--- src/rtl/video_pattern_gen_pkg.sv ---
// rtl/video_pattern_gen_pkg.sv - timing defaults, pattern/FSM encodings and LFSR/box-motion helpers
package video_pattern_gen_pkg;

    localparam int DEF_H_ACTIVE = 800;
    localparam int DEF_H_FP     = 40;
    localparam int DEF_H_SYNC   = 128;
    localparam int DEF_H_BP     = 88;
    localparam int DEF_V_ACTIVE = 600;
    localparam int DEF_V_FP     = 1;
    localparam int DEF_V_SYNC   = 4;
    localparam int DEF_V_BP     = 23;
    localparam int DEF_BOX_W    = 64;
    localparam int DEF_BOX_H    = 48;
    localparam int DEF_BOX_STEP = 4;

    localparam int CNT_W = 11;

    typedef enum logic [1:0] {
        PAT_ZERO    = 2'd0,
        PAT_BOX     = 2'd1,
        PAT_CHECKER = 2'd2,
        PAT_NOISE   = 2'd3
    } pattern_e;

    typedef enum logic [1:0] {
        ST_IDLE  = 2'd0,
        ST_RUN   = 2'd1,
        ST_DRAIN = 2'd2
    } state_e;

    localparam logic [15:0] LFSR_SEED = 16'hACE1;
    // Taps 16,14,13,11 map to bits 15,13,12,10.
    localparam logic [15:0] LFSR_TAPS = 16'hB400;

    function automatic logic [15:0] lfsr_next(input logic [15:0] cur);
        if (cur == 16'h0000) begin
            return LFSR_SEED;
        end
        return {cur[14:0], ^(cur & LFSR_TAPS)};
    endfunction

    // Returns {direction_is_negative, position} after one frame of motion with bounce/clamp.
    function automatic logic [CNT_W:0] bounce(
        input logic [CNT_W-1:0] pos,
        input logic             neg,
        input logic [CNT_W-1:0] step,
        input logic [CNT_W-1:0] lim
    );
        if (!neg) begin
            if (({1'b0, pos} + {1'b0, step}) > {1'b0, lim}) begin
                return {1'b1, lim};
            end
            return {1'b0, pos + step};
        end
        if (pos < step) begin
            return {1'b0, {CNT_W{1'b0}}};
        end
        return {1'b1, pos - step};
    endfunction

endpackage

--- src/rtl/video_timing_cnt.sv ---
// rtl/video_timing_cnt.sv - h/v raster counters with sync, active and frame-end decode
module video_timing_cnt
    import video_pattern_gen_pkg::*;
#(
    parameter int H_ACTIVE = DEF_H_ACTIVE,
    parameter int H_FP     = DEF_H_FP,
    parameter int H_SYNC   = DEF_H_SYNC,
    parameter int H_BP     = DEF_H_BP,
    parameter int V_ACTIVE = DEF_V_ACTIVE,
    parameter int V_FP     = DEF_V_FP,
    parameter int V_SYNC   = DEF_V_SYNC,
    parameter int V_BP     = DEF_V_BP
) (
    input  logic             clk,
    input  logic             rst,
    input  logic             run,
    output logic [CNT_W-1:0] h_cnt,
    output logic [CNT_W-1:0] v_cnt,
    output logic             active,
    output logic             hsync,
    output logic             vsync,
    output logic             last
);

    localparam int H_TOTAL = H_ACTIVE + H_FP + H_SYNC + H_BP;
    localparam int V_TOTAL = V_ACTIVE + V_FP + V_SYNC + V_BP;

    localparam logic [CNT_W-1:0] H_LAST   = CNT_W'(H_TOTAL - 1);
    localparam logic [CNT_W-1:0] V_LAST   = CNT_W'(V_TOTAL - 1);
    localparam logic [CNT_W-1:0] H_ACT    = CNT_W'(H_ACTIVE);
    localparam logic [CNT_W-1:0] V_ACT    = CNT_W'(V_ACTIVE);
    localparam logic [CNT_W-1:0] HS_START = CNT_W'(H_ACTIVE + H_FP);
    localparam logic [CNT_W-1:0] HS_END   = CNT_W'(H_ACTIVE + H_FP + H_SYNC);
    localparam logic [CNT_W-1:0] VS_START = CNT_W'(V_ACTIVE + V_FP);
    localparam logic [CNT_W-1:0] VS_END   = CNT_W'(V_ACTIVE + V_FP + V_SYNC);
    localparam logic [CNT_W-1:0] ONE      = CNT_W'(1);

    logic h_last;
    logic v_last;

    assign h_last = (h_cnt == H_LAST);
    assign v_last = (v_cnt == V_LAST);
    assign last   = h_last && v_last;

    // Counters sit at the origin whenever the generator is idle.
    always_ff @(posedge clk or posedge rst) begin
        if (rst) begin
            h_cnt <= '0;
            v_cnt <= '0;
        end else if (!run) begin
            h_cnt <= '0;
            v_cnt <= '0;
        end else if (h_last) begin
            h_cnt <= '0;
            v_cnt <= v_last ? '0 : v_cnt + ONE;
        end else begin
            h_cnt <= h_cnt + ONE;
        end
    end

    assign active = (h_cnt < H_ACT) && (v_cnt < V_ACT);
    assign hsync  = (h_cnt >= HS_START) && (h_cnt < HS_END);
    assign vsync  = (v_cnt >= VS_START) && (v_cnt < VS_END);

endmodule

--- src/rtl/video_pattern_gen.sv ---
// rtl/video_pattern_gen.sv - run/drain FSM and binary test-pattern generator over the raster counters
module video_pattern_gen
    import video_pattern_gen_pkg::*;
#(
    parameter int H_ACTIVE = DEF_H_ACTIVE,
    parameter int H_FP     = DEF_H_FP,
    parameter int H_SYNC   = DEF_H_SYNC,
    parameter int H_BP     = DEF_H_BP,
    parameter int V_ACTIVE = DEF_V_ACTIVE,
    parameter int V_FP     = DEF_V_FP,
    parameter int V_SYNC   = DEF_V_SYNC,
    parameter int V_BP     = DEF_V_BP,
    parameter int BOX_W    = DEF_BOX_W,
    parameter int BOX_H    = DEF_BOX_H,
    parameter int BOX_STEP = DEF_BOX_STEP
) (
    input  logic             clk,
    input  logic             rst,
    input  logic             en,
    input  logic [1:0]       pattern_sel,
    output logic             o_vs,
    output logic             o_hs,
    output logic             o_clken,
    output logic             o_imgbit,
    output logic [CNT_W-1:0] o_x,
    output logic [CNT_W-1:0] o_y,
    output logic             frame_done
);

    localparam int EXT_W = CNT_W + 1;

    localparam logic [CNT_W-1:0] X_LIM  = CNT_W'(H_ACTIVE - BOX_W);
    localparam logic [CNT_W-1:0] Y_LIM  = CNT_W'(V_ACTIVE - BOX_H);
    localparam logic [CNT_W-1:0] STEP_C = CNT_W'(BOX_STEP);
    localparam logic [EXT_W-1:0] BOX_WE = EXT_W'(BOX_W);
    localparam logic [EXT_W-1:0] BOX_HE = EXT_W'(BOX_H);

    state_e           state;
    state_e           state_nxt;
    logic             run;
    logic [CNT_W-1:0] h_cnt;
    logic [CNT_W-1:0] v_cnt;
    logic             active;
    logic             hsync;
    logic             vsync;
    logic             last;

    pattern_e         shadow_sel;
    pattern_e         sel_eff;
    logic             frame_start;
    logic [15:0]      lfsr;
    logic [CNT_W-1:0] box_x;
    logic [CNT_W-1:0] box_y;
    logic             box_x_neg;
    logic             box_y_neg;
    logic             in_box_x;
    logic             in_box_y;
    logic             in_box;
    logic             pix_bit;

    assign run = (state != ST_IDLE);

    video_timing_cnt #(
        .H_ACTIVE (H_ACTIVE),
        .H_FP     (H_FP),
        .H_SYNC   (H_SYNC),
        .H_BP     (H_BP),
        .V_ACTIVE (V_ACTIVE),
        .V_FP     (V_FP),
        .V_SYNC   (V_SYNC),
        .V_BP     (V_BP)
    ) u_timing (
        .clk    (clk),
        .rst    (rst),
        .run    (run),
        .h_cnt  (h_cnt),
        .v_cnt  (v_cnt),
        .active (active),
        .hsync  (hsync),
        .vsync  (vsync),
        .last   (last)
    );

    always_ff @(posedge clk or posedge rst) begin
        if (rst) begin
            state <= ST_IDLE;
        end else begin
            state <= state_nxt;
        end
    end

    // Dropping en on the final clock of a frame skips DRAIN: the frame is already complete.
    always_comb begin
        state_nxt = state;
        case (state)
            ST_IDLE: begin
                if (en) state_nxt = ST_RUN;
            end
            ST_RUN: begin
                if (!en) state_nxt = last ? ST_IDLE : ST_DRAIN;
            end
            ST_DRAIN: begin
                if (last) state_nxt = en ? ST_RUN : ST_IDLE;
            end
            default: state_nxt = ST_IDLE;
        endcase
    end

    // The first pixel of a frame must already use the newly sampled selection.
    assign frame_start = run && (h_cnt == '0) && (v_cnt == '0);
    assign sel_eff     = frame_start ? pattern_e'(pattern_sel) : shadow_sel;

    assign in_box_x = ({1'b0, h_cnt} >= {1'b0, box_x}) && ({1'b0, h_cnt} < ({1'b0, box_x} + BOX_WE));
    assign in_box_y = ({1'b0, v_cnt} >= {1'b0, box_y}) && ({1'b0, v_cnt} < ({1'b0, box_y} + BOX_HE));
    assign in_box   = in_box_x && in_box_y;

    always_comb begin
        pix_bit = 1'b0;
        case (sel_eff)
            PAT_ZERO:    pix_bit = 1'b0;
            PAT_BOX:     pix_bit = in_box;
            PAT_CHECKER: pix_bit = h_cnt[3] ^ v_cnt[3];
            PAT_NOISE:   pix_bit = in_box ^ (lfsr[7:0] == 8'h00);
            default:     pix_bit = 1'b0;
        endcase
    end

    always_ff @(posedge clk or posedge rst) begin
        if (rst) begin
            o_vs       <= 1'b0;
            o_hs       <= 1'b0;
            o_clken    <= 1'b0;
            o_imgbit   <= 1'b0;
            o_x        <= '0;
            o_y        <= '0;
            frame_done <= 1'b0;
        end else if (run) begin
            o_vs       <= vsync;
            o_hs       <= hsync;
            o_clken    <= active;
            o_imgbit   <= active && pix_bit;
            o_x        <= active ? h_cnt : '0;
            o_y        <= active ? v_cnt : '0;
            frame_done <= last;
        end else begin
            o_vs       <= 1'b0;
            o_hs       <= 1'b0;
            o_clken    <= 1'b0;
            o_imgbit   <= 1'b0;
            o_x        <= '0;
            o_y        <= '0;
            frame_done <= 1'b0;
        end
    end

    // Box moves in the blanking clock that closes each frame, so a frame never sees a split box.
    always_ff @(posedge clk or posedge rst) begin
        if (rst) begin
            shadow_sel <= PAT_ZERO;
            lfsr       <= LFSR_SEED;
            box_x      <= '0;
            box_y      <= '0;
            box_x_neg  <= 1'b0;
            box_y_neg  <= 1'b0;
        end else begin
            if (frame_start) begin
                shadow_sel <= pattern_e'(pattern_sel);
            end
            if (run && active) begin
                lfsr <= lfsr_next(lfsr);
            end
            if (run && last) begin
                {box_x_neg, box_x} <= bounce(box_x, box_x_neg, STEP_C, X_LIM);
                {box_y_neg, box_y} <= bounce(box_y, box_y_neg, STEP_C, Y_LIM);
            end
        end
    end

endmodule

--- config.mk ---
export PLATFORM = sky130hd
export DESIGN_NAME = video_pattern_gen
export DESIGN_NICKNAME = d
export VERILOG_FILES = /design/src/rtl/video_pattern_gen_pkg.sv /design/src/rtl/video_timing_cnt.sv /design/src/rtl/video_pattern_gen.sv
export SDC_FILE = /design/constraint.sdc
export NUM_CORES = 1
export LEC_CHECK = 0
export ABC_CLOCK_PERIOD_IN_PS = 3580
export BUFFER_PORTS_ARGS = -buffer_cell sky130_fd_sc_hd__buf_2
export CAP_MARGIN = 20
export CORE_UTILIZATION = 35
export CTS_CLUSTER_DIAMETER = 100
export CTS_CLUSTER_SIZE = 10
export DETAILED_ROUTE_END_ITERATION = 10
export GPL_ROUTABILITY_DRIVEN = 1
export GPL_TIMING_DRIVEN = 0
export PLACE_DENSITY = 0.56
export SYNTH_ARGS = -nofsm -noshare
export SYNTH_HDL_FRONTEND = slang
export SYNTH_SLANG_ARGS = --single-unit
--- constraint.sdc ---
create_clock -name clk -period 3.58 [get_ports clk]
set_clock_uncertainty 0.1 [all_clocks]
set_input_delay 0.358 -clock clk [delete_from_list [all_inputs] [get_ports clk]]
set_output_delay 0.358 -clock clk [all_outputs]
set_load 0.05 [all_outputs]
## Yosys cells after proc, flatten, opt, wreduce, memory -nomap -nowiden

Index checks and enable logic that the tools add are counted.

- Add/sub/neg operators: 10
- Multipliers: 0
- Div/mod/pow operators: 0
- $lt $le $gt $ge: 14
- Equality and inequality tests: 11
- Shift operators: 0
- Mux-type cells: 54
- Bitwise logic cells: 2
- Reduce and logical (&&, ||, !) cells: 21

Operators with widths:

| cell | count |
|---|---|
| $mux 12 | 12 |
| $mux 11 | 9 |
| $lt 11x10->1 const B | 4 |
| $mux 16 | 2 |
| $add 11x3->12 const B | 2 |
| $gt 12x10->1 const B | 2 |
| $lt 11x12->1 | 2 |
| $mux 1 | 24 |
| $add 11x1->11 const B | 2 |
| $add 11x3->11 const B | 2 |
| $ge 11x10->1 const B | 2 |
| $ge 11x11->1 | 2 |
| $logic_not 11->1 | 2 |
| $lt 11x3->1 const B | 2 |
| $sub 11x3->11 const B | 2 |
| $logic_not 16->1 | 1 |
| $reduce_xor 16->1 | 1 |
| $add 11x6->12 const B | 1 |
| $add 11x7->12 const B | 1 |
| $logic_and 1x1->1 | 12 |
| $eq 11x10->1 const B | 1 |
| $eq 11x11->1 const B | 1 |
| $mux 2 | 5 |
| $logic_not 8->1 | 1 |
| 10 further kinds | 17 |

- Flip-flop bits (word level): 93
- Latch bits: 0
- Bits in writable memories: 0
- Memory bits (read-only): 0
- Input port bits: 5
- Output and inout port bits: 27
- Word-level logic and storage cells: 128
- Memories: 0

## Depth between registers and ports, before layout

Gate-level depths: netlist of run 1.

- Word-level depth: 10
- Gate-level depth with buffers: 13
- Depth with buffers taken out: 12

## By module

From an unflattened synthesis of run 1, not the netlist that was laid out.

- Cell total of the unflattened synthesis: 613
- Area, all modules: 5,758.0 um^2

Modules (own cells, without submodules):

| module | times used | cells an instance | area each (um^2) | seq. area each (um^2) |
|---|---|---|---|---|
| video_pattern_gen | 1 | 475 | 4,420.5 | 1,686.6 |
| video_timing_cnt | 1 | 138 | 1,337.5 | 550.5 |

## Worst setup path after synthesis of run 1

Ideal clock, no wire load.

- Kind: register to register
- Start: reg box_y[5]
- End: reg o_imgbit
- Setup time: 0.124 ns
- Arrival time: 2.611 ns
- Required time: 3.356 ns
- Path slack: 0.745 ns
- Cell stages (with the launch flop): 13
- Path buffers: 1
- Clock period less this slack: 2.835 ns
- Cells stage by stage: dfrtp_1 > clkbuf_1 > inv_1 > ha_1 > nor3_1 > xnor2_1 > ha_1 > and3_1 > a221oi_1 > o2111ai_1 > o311a_1 > o21ai_1 > a21boi_1

- Word-level cells in the longest chain between the ends: 8
- Elaborated cells between the ends (all ways): 9
- Those cells by class: 1 x add/sub; 2 x order compare; 2 x mux; 1 x bitwise; 3 x reduce/logical

Ends and longest elaborated chain:

| item | RTL line | RTL |
|---|---|---|
| start, declared | video_pattern_gen.sv:53 | `logic [CNT_W-1:0] box_y;` |
| start signal, assigned | video_pattern_gen.sv:174 | `{box_y_neg, box_y} <= bounce(box_y, box_y_neg, STEP_C, Y_LIM);` |
| $add 11x6->12 | video_pattern_gen.sv:114 | `assign in_box_y = ({1'b0, v_cnt} >= {1'b0, box_y}) && ({1'b0, v_cnt} < ({1'b0, box_y} + BOX_HE));` |
| $lt 11x12->1 | video_pattern_gen.sv:114 |  |
| $logic_and 1x1->1 (*) | video_pattern_gen.sv:114 |  |
| $logic_and 1x1->1 (*) | video_pattern_gen.sv:115 | `assign in_box = in_box_x && in_box_y;` |
| $xor 1x1->1 | video_pattern_gen.sv:123 | `PAT_NOISE: pix_bit = in_box ^ (lfsr[7:0] == 8'h00);` |
| $pmux 1 s4 (*) | video_pattern_gen.sv:119 | `case (sel_eff)` |
| $logic_and 1x1->1 (*) | video_pattern_gen.sv:141 | `o_imgbit <= active && pix_bit;` |
| $mux 1 (*) | video_pattern_gen.sv:137 | `end else if (run) begin` |
| end signal, assigned | video_pattern_gen.sv:141 |  |
| end, declared | video_pattern_gen.sv:24 | `output logic o_imgbit,` |

Every way passes the cells marked *; elsewhere a longest branch is shown, timed or not.
A chain may end at the register's enable or synchronous reset.

## Final worst setup path of run 1

- Start: reg box_y[4]
- End: reg o_imgbit

Same word-level chain as after synthesis.

==> impl_metrics.ini, run 1 <==
[clocking]
cts.sinks = 89
clock_latency_ns = 0.36
cts_inserted_buffers = 9
clk_transition_reported_paths_ns = 0.07
ctsHtreeMaxLevel = 3
cts_tree = done
cts-root-to-sink-buffers = 2
clk_root_buffer_cell = sky130_fd_sc_hd__clkbuf_16

[layout]
layout-drive-gt1-share_pct = 13.2
instances_no_fill = 868
final_cell_mix = 80 x sky130_fd_sc_hd__dfrtp_1, 54 x sky130_fd_sc_hd__nor2_1, 45 x sky130_fd_sc_hd__ha_1
postLayoutCoreUtil_pct = 41.4
n_antenna_cell = 0
count_of_filler_cells_inserted_in_the_layout = 1524
nNetsFinal = 703
layout.cells.most_common = sky130_fd_sc_hd__dfrtp_1
area.sequential_um2 = 2240
multi_input_area_um2 = 3060
area_added_between_synthesis_and_finish_pct = 14.4

[place]
placer_congestion = 0.869
placement.setup.worst_slack_ns = 0.248
placement.io_buffers = 31
place.detailed.instances = 852
hpwl_um = 9950

[worst_setup_path]
worst-setup-path-type = reg2reg
start_kind = register
critPathRequiredTime_ns = 3.75
cp_data_arrival_time_ns = 3.36
critical_path.max_fanout = 10
setup.worst_path.end_class = register

[synthesis]
number_of_synthesized_flops_with_an_enable_pin = 0
synth_async_sr_flop_share_pct = 100
synthDistinctLibCells = 66
synth_warn = 0
mappedNetlistArea_um2 = 5560
primary_flip_flop_cell_chosen_by_synthesis_mapping = sky130_fd_sc_hd__dfrtp_1
netlist.area_leader.share_pct = 36.4
yosysSeqAreaShare_pct = 40.2
synth-seq-cells = 89
avgSynthCellArea_um2 = 9.15
netlist_top_cells_area = sky130_fd_sc_hd__dfrtp_1 36%, sky130_fd_sc_hd__ha_1 10%, sky130_fd_sc_hd__dfstp_2 3.8%, sky130_fd_sc_hd__a21oi_1 3.7%, sky130_fd_sc_hd__nor2_1 3.6%
post-synth-top-area-cell = sky130_fd_sc_hd__dfrtp_1
postSynthCellCount = 608

[sta]
maxSlewViolCount = 0
finalCritPeriodShare_pct = 89.0
achievable-frequency_mhz = 314
maxSlewHeadroom_pct = 46.4
report.final.hold_viol_count = 0
setup_failing_eps_final = 0
setup_total_negative_slack_ns = 0
worst_pin_slew_ns = 0.795
fin_crit_ns = 3.19
grt_setup_unrepaired = false
layout_setup_ws_ns = 0.392

[power_and_ir_drop]
cellLeakagePower_nw = 2.86
powerDensity_nw_per_um2 = 486
combPwrFrac_pct = 24.0
ir_drop_uv = 248
switching_share_pct = 32.2
share_seq_of_total_power_pct = 41.5
clock_power_share_pct = 34.5
power.total_mw = 3.09
power.switching_mw = 0.995
pint_mw = 2.10

[floorplan]
core.rowCount = 45
io-pin-count = 32
initial_utilization_pct = 36.2
chipHeight_um = 128
design.die.area_um2 = 16400
core_area_um2 = 15400
die_width_um = 128

[detailed_routing]
route.detailed.wl_per_inst_um = 15.7
drt-pass1-iter-count = 6
viasPerCell = 5.25
drt.antenna.violating_nets = 0
routed_wirelength_um = 13600
drt_drc_violations_left = 0
detailedRoute.firstIterationViolations = 346
routed-via-count = 4558

[job]
max_cap_violations = 0

[global_routing]
grt_max_degree = 71
global_route.overflow_total = 0
grt_first_pass_wirelength_um = 22700
grt_use_total_pct = 17.8
grt_pass1_vias = 4433
grt_antenna_before_repair = 0

[run_status]
outcome = finished, final reports clean

[hold_path]
min_path_type = in2reg
==> power groups by stage <==
stage	logic, mW	registers [mW]	clock network, mW
after global routing	0.847	1.31	1.14
after CTS	0.755	1.28	1.10
after detailed placement	0.751	1.30	0
final	0.741	1.28	1.07
after floorplan	0.495	1.36	0
after global placement	0.735	1.30	0
==> kinds of logic after synthesis <==
kind of cell	count (synthesis)	synth area share, %
and+or+nand+nor	221	21.5
AOI/OAI and AO/OA	139	16.0
DFF	89	40.2
buffers and inverters	71	4.90
adders and majority gates	46	10.3
xor gates and xnor gates	31	4.88
muxes	10	2.05
other	1	0.0674
==> flip-flops by register name, indices dropped and copies added (netlist names), 2 cells and up <==
signal          count
box_x               9
box_y               9
lfsr               16
o_x                11
o_y                11
shadow_sel          2
state               2
u_timing.h_cnt     11
u_timing.v_cnt     11
==> layout make-up <==
class	instances	area share (%)
Buffer	27	1.73
Clock buffer	9	3.54
Clock inverter	7	1.73
Inverter	43	2.57
Multi-Input combinational cell	449	48.1
Sequential cell	89	35.2
Tap cell	211	4.15
Timing Repair Buffer	33	3.03
==> worst max-delay path: stages, from the launching register on <==
cell and delay, ns:
sky130_fd_sc_hd__dfrtp_2 0.46, sky130_fd_sc_hd__clkbuf_4 0.20, sky130_fd_sc_hd__inv_1 0.15, sky130_fd_sc_hd__ha_2 0.27, sky130_fd_sc_hd__nor2_1 0.08, sky130_fd_sc_hd__xnor2_1 0.12, sky130_fd_sc_hd__ha_1 0.30, sky130_fd_sc_hd__and3_1 0.20
sky130_fd_sc_hd__a221oi_1 0.35, sky130_fd_sc_hd__o2111ai_1 0.23, sky130_fd_sc_hd__a2111oi_1 0.40, sky130_fd_sc_hd__o21ai_1 0.10, sky130_fd_sc_hd__a21boi_1 0.14
==> cells in the mapped netlist (all sizes together), types with 8 or more instances <==
cell type  number
and3            9
xnor2          20
xor2           11
nand2          38
and2           26
nand3          21
nor4           10
clkbuf         23
ha             46
dfstp           8
nor3           22
dfrtp          81
a21oi          41
nand4          11
nor2           54
mux2            8
inv            42
o21ai          38
==> path summary, 6_finish.rpt <==
| path | endpoint | startpoint | depth (start not counted) | slack, ns |
|---|---|---|---|---|
| setup / recovery | o_imgbit | box_y[4] | 12 | 0.39 |
| hold / removal | state[0] | en | 2 | 0.18 |
| max in group asynchronous | lfsr[11] | rst | 4 | 2.31 |
| hold reg to reg | lfsr[5] | lfsr[5] | 2 | 0.41 |
| min in group asynchronous | u_timing.v_cnt[10] | rst | 3 | 0.41 |
| setup reg to reg | o_imgbit | box_y[4] | 12 | 0.39 |
==> through the flow <==
stage                     hold slack, ns  area, um^2
after floorplan                    0.368        5570
after global placement             0.397        5990
after detailed placement           0.247        6020
after CTS                          0.163        6360
after global routing               0.177        6370
final                              0.179        6370
==> repair_timing <==
| action | CTS | global route |
|---|---|---|
| endpoints found under the hold margin | 19 | 0 |
| setup endpoints to repair | 0 | 1 |
| setup buffers | 0 | 0 |
| gates resized for setup | 0 | 4 |
| hold buffers | 1 | 0 |
==> per-layer routing <==
metal / wire, um / share of wire (%) / track usage, % / vias up
met5: 0 / 0 / 0 / -
met2: 6310 / 46 / 28.5 / 101
met3: 454 / 3.3 / 3.13 / 17
met1: 6650 / 49 / 23.9 / 2179
met4: 223 / 1.6 / 6.57 / 0
li1: - / - / - / 2261
Power figures use the tool's default switching activity.
==> run 2, diff against run 1 <==
Settings changed: REMOVE_ABC_BUFFERS from default to 1.
==> run 2 against run 1 <==
  * Critical endpoint unchanged
  * Sequential power hardly changed
  * Critical path type unchanged
  * Critical path depth shrank 1
  * Die area stayed put
  * Fmax shrank 2.2%
==> impl_metrics.ini, run 2 (synthesis gave the netlist of run 1 again) <==
[power_and_ir_drop]
pint_mw = 1.98
share_seq_of_total_power_pct = 43.8
cellLeakagePower_nw = 2.80
powerDensity_nw_per_um2 = 475
ir_drop_uv = 252
clock_power_share_pct = 30.7
combPwrFrac_pct = 25.5
switching_share_pct = 33.2
power.switching_mw = 0.985
power.total_mw = 2.97

[place]
placer_congestion = 0.834
placement.io_buffers = 31
placement.setup.worst_slack_ns = 0.193
hpwl_um = 9540

[sta]
layout_setup_ws_ns = 0.320
maxSlewViolCount = 0
maxSlewHeadroom_pct = 49.2
grt_setup_unrepaired = false
finalCritPeriodShare_pct = 91.1
fin_crit_ns = 3.26
worst_hold_slack_ns = 0.179
achievable-frequency_mhz = 307
worst_pin_slew_ns = 0.754
setup_failing_eps_final = 0
report.final.hold_viol_count = 0

[clocking]
clk_root_buffer_cell = sky130_fd_sc_hd__clkbuf_16
clock_latency_ns = 0.36
ctsHtreeMaxLevel = 3
cts.sinks = 89
cts-root-to-sink-buffers = 2
clk_transition_reported_paths_ns = 0.07
cts_inserted_buffers = 9
cts_tree = done

[floorplan]
io-pin-count = 32
chipHeight_um = 128
design.die.area_um2 = 16400
core_area_um2 = 15400
core.rowCount = 45
die_width_um = 128
initial_utilization_pct = 36.2

[detailed_routing]
routed-via-count = 4524
route.detailed.wl_per_inst_um = 15.5
routed_wirelength_um = 13100
drt_drc_violations_left = 0
drt.antenna.violating_nets = 0
drt-pass1-iter-count = 4
viasPerCell = 5.37
detailedRoute.firstIterationViolations = 378

[worst_setup_path]
worst-setup-path-type = reg2reg
timing.critical_path.mode_cell = sky130_fd_sc_hd__ha_1
logic_depth_of_the_worst_register_to_register_path = 11
setup.worst_path.end_class = register
critPathRequiredTime_ns = 3.76
crit_path_max_incr_delay_ns = 0.56
critical_path.max_fanout = 10
regToRegEndpoint = o_imgbit
slowest_stage = sky130_fd_sc_hd__dfrtp_1
r2r_setup_slack_ns = 0.32
timing.rr.start = box_y[5]
worstPathCellList = inv_1, ha_1, nor2_1, xnor2_1, ha_1, and3_1, a221oi_1, o2111ai_1, a2111oi_0, o21ai_1, a21boi_1
timing.critical_path.from = box_y[5]
cp_data_arrival_time_ns = 3.44
setup.worst_path.end = o_imgbit
start_kind = register

[hold_path]
min_path_type = in2reg
hold_path.startpoint = pattern_sel[0]

[layout]
top_register = lfsr
nNetsFinal = 678
postLayoutCoreUtil_pct = 40.7
n_antenna_cell = 0
final_cell_mix = 80 x sky130_fd_sc_hd__dfrtp_1, 54 x sky130_fd_sc_hd__nor2_1, 46 x sky130_fd_sc_hd__ha_1
layout-drive-gt1-share_pct = 13.1
max_reg_flops = 16
area_added_between_synthesis_and_finish_pct = 12.3
count_of_filler_cells_inserted_in_the_layout = 1523
layout.cells.most_common = sky130_fd_sc_hd__dfrtp_1

[global_routing]
global_route.overflow_total = 0
grt_use_total_pct = 17.0
grt_first_pass_wirelength_um = 22000
grt_pass1_vias = 4397
grt_antenna_before_repair = 0
grt_max_degree = 49

[job]
max_cap_violations = 0

[run_status]
outcome = finished, final reports clean
[run 2: timing repair]
item                                    4_1_cts  5_1_grt
endpoints found under the setup margin        0        1
resized for setup                             0        1
hold endpoints to repair                     40        0
hold buffers                                  1        0
setup buffers                                 0        0
[run 2: worst min path at each step]
stage                              to  depth (start not counted)
floorplan           u_timing.h_cnt[0]                          1
global placement    u_timing.h_cnt[0]                          1
detailed placement            o_x[10]                          2
CTS                     shadow_sel[1]                          2
global route            shadow_sel[0]                          2
finish                  shadow_sel[0]                          2
[run 2: power groups by stage]
| stage | Clock [mW] | Combinational [mW] | Sequential (mW) |
|---|---|---|---|
| final | 0.911 | 0.756 | 1.30 |
| after global routing | 0.968 | 0.852 | 1.32 |
| after CTS | 0.937 | 0.765 | 1.30 |
| after detailed placement | 0 | 0.761 | 1.32 |
| after global placement | 0 | 0.690 | 1.31 |
| after floorplan | 0 | 0.466 | 1.37 |
[run 2: per-layer routing]
| metal | share of wire, % | up-vias | global-route usage (%) |
|---|---|---|---|
| met4 | 2.3 | 0 | 7.96 |
| met2 | 47 | 101 | 28.0 |
| li1 | - | 2219 | - |
| met5 | 0 | - | 0 |
| met3 | 3.4 | 26 | 2.84 |
| met1 | 47 | 2178 | 21.9 |
[run 2: area by class of cell]
class,count,area (um^2),share of cell area (%)
Clock buffer,11,243,3.88
Clock inverter,5,38.8,0.621
Inverter,43,164,2.62
Multi-Input combinational cell,449,3070,49.2
Sequential cell,89,2240,35.8
Tap cell,211,264,4.23
Timing Repair Buffer,35,228,3.64
[run 2: per-stage QoR]
step | TNS, ns | instances | instance area, um^2
2_1_floorplan | 0 | 581 | 5460
3_3_place_gp | -37.42 | 823 | 5880
3_5_place_dp | 0 | 826 | 5960
4_1_cts | 0 | 843 | 6250
5_1_grt | 0 | 843 | 6250
6_report | 0 | 843 | 6250
[run 2: critical path: cells and delay by family (launching register included)]
family	cells	cell delay, ns
DFF	1	0.56
buffers and inverters	1	0.20
xor gates and xnor gates	1	0.14
adders and majority gates	2	0.58
and+or+nand+nor	2	0.36
AOI/OAI and AO/OA	5	1.25
==> run 3, diff against run 2 <==
Settings changed: ABC_AREA from default to 1.
==> run 3 against run 2 <==
  * Flip-flop and latch count did not move
  * Register-to-register slack improved by 0.58 ns
  * Clock power rose by 19%
  * Area after synthesis rose by 2.8%
  * Routed wire length rose by 0.37%
  * Global-route usage rose by 0.55 points
  * Clock-buffer cell count fell by 2
  * Die area rose by 2.8%
  * Non-clock buffer count fell by 1
  * Highest routed layer unchanged
==> impl_metrics.ini, run 3 <==
[run_status]
outcome = finished, final reports clean

[place]
hpwl_um = 9760
place.detailed.instances = 964
placement.io_buffers = 31
placer_congestion = 0.835
dpl_cell_area_um2 = 6120

[hold_path]
min_path_type = in2reg
hold_path.startpoint = en

[detailed_routing]
detailedRoute.firstIterationViolations = 327
viasPerCell = 4.73
routed-via-count = 4637
drt.antenna.violating_nets = 0
drt_drc_violations_left = 0
drt-pass1-iter-count = 5
route.detailed.wl_per_inst_um = 13.4
routed_wirelength_um = 13100

[floorplan]
core_area_um2 = 15900
design.die.area_um2 = 16900
core.rowCount = 46
initial_utilization_pct = 35.9
die_width_um = 130
io-pin-count = 32
chipHeight_um = 130

[synthesis]
avgSynthCellArea_um2 = 7.87
postSynthCellCount = 727
post-synth-top-area-cell = sky130_fd_sc_hd__dfrtp_1
synthDistinctLibCells = 47
synth_warn = 0
netlist_top_cells_area = sky130_fd_sc_hd__dfrtp_1 35%, sky130_fd_sc_hd__ha_1 10%, sky130_fd_sc_hd__nand2_1 9.7%, sky130_fd_sc_hd__inv_1 6.5%, sky130_fd_sc_hd__nor2_1 6.1%
mappedNetlistArea_um2 = 5720
number_of_synthesized_flops_with_an_enable_pin = 0
synth-seq-cells = 89
yosysSeqAreaShare_pct = 39.1
netlist.area_leader.share_pct = 35.4
synthTopCellsByCount = 148 x sky130_fd_sc_hd__nand2_1, 99 x sky130_fd_sc_hd__inv_1, 93 x sky130_fd_sc_hd__nor2_1
most_numerous_cell_in_the_yosys_netlist = sky130_fd_sc_hd__nand2_1
synth_async_sr_flop_share_pct = 100
primary_flip_flop_cell_chosen_by_synthesis_mapping = sky130_fd_sc_hd__dfrtp_1

[layout]
layout-drive-gt1-share_pct = 12.5
instances_no_fill = 981
max_reg_flops = 16
final_cell_area_um2 = 6460
nNetsFinal = 811
final_cell_mix = 148 x sky130_fd_sc_hd__nand2_1, 98 x sky130_fd_sc_hd__inv_1, 92 x sky130_fd_sc_hd__nor2_1
layout.cells.most_common = sky130_fd_sc_hd__nand2_1
top_register = lfsr
area_added_between_synthesis_and_finish_pct = 12.9
n_antenna_cell = 0

[global_routing]
grt_use_total_pct = 17.6
grt_first_pass_wirelength_um = 23000
global_route.overflow_total = 0
grt_pass1_vias = 4637
grt_max_degree = 60
grt_antenna_before_repair = 0

[sta]
worst_hold_slack_ns = 0.146
achievable-frequency_mhz = 373
maxSlewHeadroom_pct = 51.3
grt_setup_unrepaired = false
worst_pin_slew_ns = 0.728
fin_crit_ns = 2.68
report.final.hold_viol_count = 0
setup_failing_eps_final = 0
finalCritPeriodShare_pct = 74.9
maxSlewViolCount = 0
setup_total_negative_slack_ns = 0

[worst_setup_path]
r2r_setup_slack_ns = 0.90
timing.critical_path.from = box_y[4]
critPathRequiredTime_ns = 3.73
regToRegEndpoint = o_imgbit
setup.worst_path.end_class = register
critical_path.max_fanout = 7
timing.rr.start = box_y[4]
worst-setup-path-type = reg2reg
start_kind = register
logic_depth_of_the_worst_register_to_register_path = 17
cp_data_arrival_time_ns = 2.83
setup.worst_path.end = o_imgbit

[power_and_ir_drop]
combPwrFrac_pct = 27.0
power.total_mw = 3.35
ir_drop_uv = 394
cellLeakagePower_nw = 3.29
pint_mw = 2.16
switching_share_pct = 35.5
power.switching_mw = 1.19
powerDensity_nw_per_um2 = 519
clock_power_share_pct = 32.1
share_seq_of_total_power_pct = 40.8

[clocking]
cts_inserted_buffers = 9
cts_repair_resize_count = 0
cts.sinks = 89
ctsHtreeMaxLevel = 3
clk_transition_reported_paths_ns = 0.07
postCtsSetupRepairBufs = 0
cts_hold_repair.buffers = 1
clk_root_buffer_cell = sky130_fd_sc_hd__clkbuf_16
cts_tree = done
cts-root-to-sink-buffers = 2
clock_latency_ns = 0.35

[job]
max_cap_violations = 0
-- run 3: power by group through the flow --
stage | sequential (mW) | clock (mW) | combinational, mW
6_report | 1.37 | 1.08 | 0.906
5_1_grt | 1.40 | 1.15 | 1.05
3_5_place_dp | 1.38 | 0 | 0.913
4_1_cts | 1.37 | 1.11 | 0.916
3_3_place_gp | 1.39 | 0 | 0.897
2_1_floorplan | 1.52 | 0 | 0.559
-- run 3: logic make-up (layout without fill, tap and decap cells) --
group           count (synthesis)  after routing  share of synthesized area, %
compound gates                114            114                          11.9
simple gates                  334            334                          26.7
other cells                     1              2                        0.0655
fa+ha+maj                      46             46                          10.1
buf+inv                       119            156                          8.48
flops                          89             89                          39.1
xor+xnor                       24             24                          3.67
-- run 3: metal layers --
metal | wire [um] | track usage [%]
met3 | 325 | 3.24
met4 | 153 | 5.13
met2 | 5880 | 27.8
met5 | 0 | 0
met1 | 6790 | 24.5
-- run 3: critical path, cell delays in order (launching register included) --
cell,delay (ns)
sky130_fd_sc_hd__dfrtp_1,0.53
sky130_fd_sc_hd__inv_2,0.12
sky130_fd_sc_hd__ha_1,0.26
sky130_fd_sc_hd__or2_2,0.32
sky130_fd_sc_hd__nand2_1,0.07
sky130_fd_sc_hd__ha_1,0.22
sky130_fd_sc_hd__nand2_1,0.08
sky130_fd_sc_hd__inv_1,0.04
sky130_fd_sc_hd__a21oi_1,0.13
sky130_fd_sc_hd__nand2_1,0.07
sky130_fd_sc_hd__nand2_1,0.06
sky130_fd_sc_hd__nand2_1,0.05
sky130_fd_sc_hd__nand2_1,0.13
sky130_fd_sc_hd__nand4_1,0.12
sky130_fd_sc_hd__nand3_1,0.11
sky130_fd_sc_hd__nand3_1,0.07
sky130_fd_sc_hd__nand2_1,0.08
sky130_fd_sc_hd__inv_1,0.04
-- run 3: layout make-up --
type	instances	area, um^2
clock inverters	7	109
fillers	1679	9480
repair buffers	34	208
clock buffers	9	225
inverters	106	405
well taps	216	270
multi-input cells	520	3010
flip-flops and latches	89	2240
-- run 3: stage by stage --
stage	setup slack, ns	utilization, %
floorplan	0.778	-
global placement	-0.520	38.1
detailed placement	0.886	38.4
CTS	0.877	40.5
global route	0.630	40.5
finish	0.897	40.5
-- run 3: worst min-delay path by stage --
stage | end | slack, ns | depth (start not counted)
finish | state[0] | 0.15 | 3
detailed placement | box_x[9] | 0.32 | 2
floorplan | state[0] | 0.32 | 1
global placement | state[0] | 0.33 | 1
global route | state[0] | 0.15 | 3
CTS | state[0] | 0.13 | 3
